File: config.mk
export PLATFORM = sky130hd
export DESIGN_NAME = fetch_ctrl
export DESIGN_NICKNAME = d
export VERILOG_FILES = /design/src/rtl/fetch_ctrl.sv
export SDC_FILE = /design/constraint.sdc
export NUM_CORES = 1
export LEC_CHECK = 0
export CORE_AREA = 4 4 85 87
export CTS_BUF_LIST = sky130_fd_sc_hd__clkbuf_4
export DETAILED_ROUTE_END_ITERATION = 8
export DIE_AREA = 0 0 89 91
export DONT_BUFFER_PORTS = 1
export GPL_TIMING_DRIVEN = 0
export PLACE_DENSITY_LB_ADDON = 0.1
export SETUP_SLACK_MARGIN = 0.5
export SLEW_MARGIN = 15
export SYNTH_ARGS = -nofsm -noshare
export SYNTH_HDL_FRONTEND = slang
export SYNTH_SLANG_ARGS = --single-unit
File: constraint.sdc
create_clock -name clk -period 4 [get_ports clk]
set_clock_uncertainty 0.2 [all_clocks]
set_input_delay 0.8 -clock clk [delete_from_list [all_inputs] [get_ports clk]]
set_output_delay 0.8 -clock clk [all_outputs]
set_load 0.02 [all_outputs]
File: src/rtl/fetch_ctrl.sv
// Fetch sequencing controller: redirect arbitration, PC register control
// and a single-outstanding instruction-memory handshake with decode buffer.
module fetch_ctrl #(
    parameter int XLEN  = 32,
    parameter int CNT_W = 16
) (
    input  logic             clk,
    input  logic             rst,
    input  logic             trap_req,
    input  logic [XLEN-1:0]  trap_addr,
    input  logic             ex_br_req,
    input  logic [XLEN-1:0]  ex_br_addr,
    input  logic             id_jmp_req,
    input  logic [XLEN-1:0]  id_jmp_addr,
    input  logic             id_stall,
    input  logic             halt_req,
    input  logic             imem_gnt,
    input  logic             imem_rvalid,
    input  logic [XLEN-1:0]  imem_rdata,
    output logic             imem_req,
    output logic             pc_stall,
    output logic             pc_jump_flag,
    output logic [XLEN-1:0]  pc_jump_addr,
    output logic             if_valid,
    output logic [XLEN-1:0]  if_instr,
    output logic             flush_if_id,
    output logic             flush_id_ex,
    output logic             halted,
    output logic [CNT_W-1:0] redirect_cnt
);

    typedef enum logic [2:0] {
        S_FETCH,
        S_WAIT,
        S_VALID,
        S_DRAIN,
        S_HALT
    } state_t;

    state_t           state_q, state_d;
    logic [XLEN-1:0]  instr_q, instr_d;
    logic [CNT_W-1:0] cnt_q, cnt_d;

    logic            sel_trap;
    logic            sel_br;
    logic            sel_jmp;
    logic            redir;
    logic [XLEN-1:0] redir_addr;

    // A stalled decode cannot own its jump, so ID only competes when free.
    always_comb begin
        sel_trap   = trap_req;
        sel_br     = ~trap_req & ex_br_req;
        sel_jmp    = ~trap_req & ~ex_br_req & id_jmp_req & ~id_stall;
        redir      = sel_trap | sel_br | sel_jmp;
        redir_addr = '0;
        unique case (1'b1)
            sel_trap: redir_addr = trap_addr;
            sel_br:   redir_addr = ex_br_addr;
            sel_jmp:  redir_addr = id_jmp_addr;
            default:  redir_addr = '0;
        endcase
    end

    always_comb begin
        state_d = state_q;
        instr_d = instr_q;
        cnt_d   = cnt_q;
        if (redir) begin
            cnt_d = cnt_q + CNT_W'(1);
        end
        unique case (state_q)
            S_FETCH: begin
                if (!redir) begin
                    if (halt_req) begin
                        state_d = S_HALT;
                    end else if (imem_gnt) begin
                        state_d = S_WAIT;
                    end
                end
            end
            S_WAIT: begin
                if (imem_rvalid) begin
                    if (redir) begin
                        state_d = S_FETCH;
                    end else begin
                        state_d = S_VALID;
                        instr_d = imem_rdata;
                    end
                end else if (redir) begin
                    state_d = S_DRAIN;
                end
            end
            S_VALID: begin
                if (redir) begin
                    state_d = S_FETCH;
                    instr_d = '0;
                end else if (!id_stall) begin
                    state_d = S_FETCH;
                end
            end
            // The in-flight return belongs to the old path; swallow it.
            S_DRAIN: begin
                if (imem_rvalid) begin
                    state_d = S_FETCH;
                end
            end
            S_HALT: begin
                if (!halt_req) begin
                    state_d = S_FETCH;
                end
            end
            default: begin
                state_d = S_FETCH;
            end
        endcase
    end

    always_ff @(posedge clk) begin
        if (rst) begin
            state_q <= S_FETCH;
            instr_q <= '0;
            cnt_q   <= '0;
        end else begin
            state_q <= state_d;
            instr_q <= instr_d;
            cnt_q   <= cnt_d;
        end
    end

    always_comb begin
        imem_req     = 1'b0;
        pc_stall     = 1'b1;
        pc_jump_flag = 1'b0;
        pc_jump_addr = '0;
        if_valid     = 1'b0;
        if_instr     = '0;
        flush_if_id  = 1'b0;
        flush_id_ex  = 1'b0;
        halted       = 1'b0;
        redirect_cnt = '0;
        if (!rst) begin
            pc_jump_flag = redir;
            pc_jump_addr = redir_addr;
            flush_if_id  = redir;
            flush_id_ex  = sel_trap | sel_br;
            pc_stall     = ~(redir | ((state_q == S_VALID) & ~id_stall));
            imem_req     = (state_q == S_FETCH) & ~redir & ~halt_req;
            if_valid     = (state_q == S_VALID);
            if_instr     = instr_q;
            halted       = (state_q == S_HALT);
            redirect_cnt = cnt_q;
        end
    end

endmodule

* Yosys cells after proc, flatten, opt, wreduce, memory -nomap -nowiden *
Index checks and enable logic that the tools add are counted.

cells by class
  bitwise logic cells = 16
  multiply operators = 0
  muxes and demuxes = 25
  order comparisons = 0
  equality and inequality tests = 13
  reductions and logical operators = 4
  shifts and indexed selects = 0
  divide/modulo/power cells = 0
  add/subtract/negate cells = 1

operators by type and width
  kind                     number
  $mux W32                 5
  $pmux W32 S3             1
  $pmux W32 S2             1
  $mux W3                  9
  $add A16 B1 Y16 const B  1
  $mux W16                 1
  $pmux W3 S5              1
  $ne A2 B2 Y1 const B     6
  $ne A3 B3 Y1 const B     3
  $and A1 B1 Y1            7
  $eq A3 B2 Y1 const B     2
  $mux W1                  6
  $not A1 Y1               6
  $reduce_and A6 Y1        1
  $reduce_and A4 Y1        1
  $eq A3 B1 Y1 const B     1
  $eq A3 B3 Y1 const B     1
  $logic_not A3 Y1         1
  $or A1 B1 Y1             3
  $mux W2                  1
  $reduce_bool A2 Y1       1

word-level totals
  latch bits = 0
  ROM bits = 0
  RAM bits = 0
  flip-flop bits (word level) = 51
  memories = 0
  output and inout bits = 87
  logic and storage cells = 62

* Longest topological paths before layout *
  depth after elaboration = 9
  mapped depth = 7
  gate-level depth less buffers = 5

* Worst setup path after synthesis *
OpenSTA, ideal clock, no wires.

  path kind = input to output
  from = input trap_req
  to = output pc_jump_addr[0]
  arrival time = 2.208 ns
  slack = 0.792 ns
  cell stages on the path = 7
  required time = 3.000 ns
  buffers on the path = 3
  path through = buf_2 > or2_1 > buf_2 > nor2_1 > clkbuf_1 > a222oi_1 > nor2_1

between the ends
  longest elaborated chain between the ends = 6

ends and longest elaborated chain
  element                     line    text
  start, declared             9       input logic trap_req,
  $not A1 Y1                  53, 54
  $and A1 B1 Y1 (3 in a row)  54      sel_jmp = ~trap_req & ~ex_br_req & id_jmp_req & ~id_stall;
  $pmux W32 S3 (*)            57      unique case (1'b1)
  $mux W32 (*)                142     if (!rst) begin
  end, declared               23      output logic [XLEN-1:0] pc_jump_addr,

Mark *: on every way between the ends. The rest lies on a longest branch, timed or not.

* Worst setup path in the final report *
  from = input trap_req
  to = output pc_jump_addr[22]

Same word-level chain as after synthesis.

==> results.toml <==
[logic_synthesis]
mappedNetlistNets = 510
synth_top_cells_by_area = "sky130_fd_sc_hd__dfxtp_1 (33%), sky130_fd_sc_hd__mux2_1 (12%), sky130_fd_sc_hd__a222oi_1 (10%)"
synth-async-reset-ratio_pct = 0
yosysTopAreaCellShare_pct = 32.7
synth.lib_cells_used.distinct = 41
dominantRegCellSynth = "sky130_fd_sc_hd__dfxtp_1"
syn-instance-count = 372
synth_warnings = 0
yosys.area.top_type = "sky130_fd_sc_hd__dfxtp_1"
seq_area_frac_synth_pct = 32.7
syn_avg_cell_area_um2 = 8.40
synth_enable_flop_cells = 0
synth_seq_cells = 51
netlist_area_mm2 = 0.00313

[layout]
antenna_cells_inserted = 0
final_cell_mix = "sky130_fd_sc_hd__nor2b_1 (51), sky130_fd_sc_hd__dfxtp_1 (51), sky130_fd_sc_hd__mux2_1 (34), sky130_fd_sc_hd__and2_1 (33), sky130_fd_sc_hd__a222oi_1 (32)"
fillerInstances = 619
fraction_of_layout_cells_with_a_size_suffix_above_1_pct = 11.1
postLayoutCoreUtil_pct = 52.5
final_area_mm2 = 0.00333
final_cell_count_no_fill = 457
area_delta_synth_final_pct = 6.57
multiInputGateArea_mm2 = 0.00198
register_area_mm2 = 0.00102
final_net_count = 517

[clock_tree]
post_cts_hold_buffer_count = 0
cts.root.buffer_cell = "sky130_fd_sc_hd__clkbuf_4"
clkLatencyLatePin_ns = 0.37
cts_buffers = 5
clock_sink_count = 51
htree_levels = 2
cts.clk_slew.worst_paths_ns = 0.15
clock_tree.buffer_depth = 2
tritoncts = "yes"

[floorplan]
dieArea_mm2 = 0.00810
floorplan.io_pins = 224
horiz_die_dim_um = 89
site_row_count = 29
effective_utilization_at_floorplan_pct = 49.2
core_region_mm2 = 0.00635
chipHeight_um = 91

[sta]
drv_slew = 0
worst_slack_ns = 0.615
worst_hold_slack_ns = 0.293
fin_crit_sh_pct = 84.6
slew_headroom_pct = 60.6
timing.fmax_mhz = 295
finalSetupViolCount = 0
report.final.hold_viol_count = 0
fin_crit_ns = 3.39
grt_setup_unrepaired = "no"
setup-tns-final_ns = 0
worst-slew-pin-transition_ns = 0.588

[pwr]
cellPowerDensity_mw_per_mm2 = 279
vdd_ir_drop_max_mv = 0.137
leakagePower_nw = 1.25
power_mw = 0.929

[critical_path]
critPathCaptureType = "output port"
worst-setup-path-type = "primary input to output port"
worst_path_largest_cell_delay_ns = 0.39
type_of_origin_of_the_critical_path = "primary input"
critPathMaxFanout = 10
critPathMostFrequentCell = "sky130_fd_sc_hd__buf_2"
worst-endpoint-required_ns = 3.00
worstPathArrival_ns = 2.39
slowest_stage = "sky130_fd_sc_hd__nor2_1"
timing.critical_path.cells = "buf_2 -> or2_1 -> buf_2 -> nor2_2 -> clkbuf_2 -> a222oi_1 -> nor2_1"

[outcome]
status = "finished, final reports clean"

[grt]
global_route_wire_length_before_repair_um = 15200
gr-usage-all-layers_pct = 24.2
grt_pass1_vias = 2634
largest_net_degree_at_the_start_of_global_routing = 16
grt-ovfl-total = 0
antenna_found_initial = 0

[drt]
post_drt_via_cell_ratio = 6.34
number_of_routed_nets_with_antenna_violations = 0
post_drt_wl_per_cell_um = 22.4
finalWirelength_um = 10200
num_vias = 2899
drtPass1Iterations = 9
drcViolationCount = 0
detail_route.iter0.violations = 227

[job]
cap_viol_max_count = 0

[placed_design]
dp_slack_ns = 0.268
numPlacedInstances = 449
gp_congestion = 0.854
hpwl_um = 8380
port_buf_inserts = 0
placedInstanceArea_mm2 = 0.00322

[min_path]
min-delay-path-class = "register to register"
registers in the layout, indices dropped and copies added, names as in the netlist:
name	cells
state_q	3
instr_q	32
cnt_q	16
synth_stat cells, drive strengths merged, types with 7 or more instances:
cell type	number
clkbuf	26
mux2	35
and2	33
a21oi	9
a222oi	32
nand2	13
nor2b	51
nand3	7
dfxtp	51
nor2	50
o21ai	8
buf	7
power by group:
| group | internal [mW] | switching, mW | total [mW] |
|---|---|---|---|
| Clock | 0.0649 | 0.164 | 0.229 |
| Sequential | 0.516 | 0.00483 | 0.521 |
| Combinational | 0.0579 | 0.122 | 0.179 |
| Total | 0.639 | 0.291 | 0.929 |
worst paths after layout:
check,slack (ns),start,to,depth (start not counted)
max reg2reg,1.94,state_q[0],instr_q[6],6
max,0.61,trap_req,pc_jump_addr[22],7
min,0.29,cnt_q[15],cnt_q[15],2
min reg2reg,0.29,cnt_q[15],cnt_q[15],2
logic make-up after synthesis:
logic type,after synthesis,share of synthesized area (%)
and+or+nand+nor,181,31.1
AOI/OAI and AO/OA,61,16.2
DFF,51,32.7
buffers and inverters,37,5.36
muxes,35,12.6
xor gates and xnor gates,6,1.68
adders and majority gates,1,0.400
critical path: cells and delay by family:
family,cells,cell delay (ns)
buffers and inverters,3,0.60
AO/OA/AOI/OAI,1,0.12
AND/OR/NAND/NOR,3,0.85
area by class of cell:
cell class	count	share of cell area [%]
plain buffers	33	4.85
multi-input cells	284	59.6
flip-flops and latches	51	30.7
inverters	4	0.451
clock inverters	3	0.451
well taps	77	2.89
clock buffers	5	1.13
metal layers:
metal | wire, µm | up-vias | track usage, %
li1 | - | 1354 | -
met1 | 4020 | 1367 | 31.7
met2 | 4570 | 166 | 35.0
met3 | 1460 | 12 | 12.1
met4 | 201 | 0 | 7.32
met5 | 0 | - | 0
what timing repair did:
| item | 4_1_cts | 5_1_grt |
|---|---|---|
| resized for setup | 17 | 13 |
| endpoints found under the setup margin | 33 | 31 |
| buffers inserted | 0 | 0 |
(Power assumes the default switching activity.)
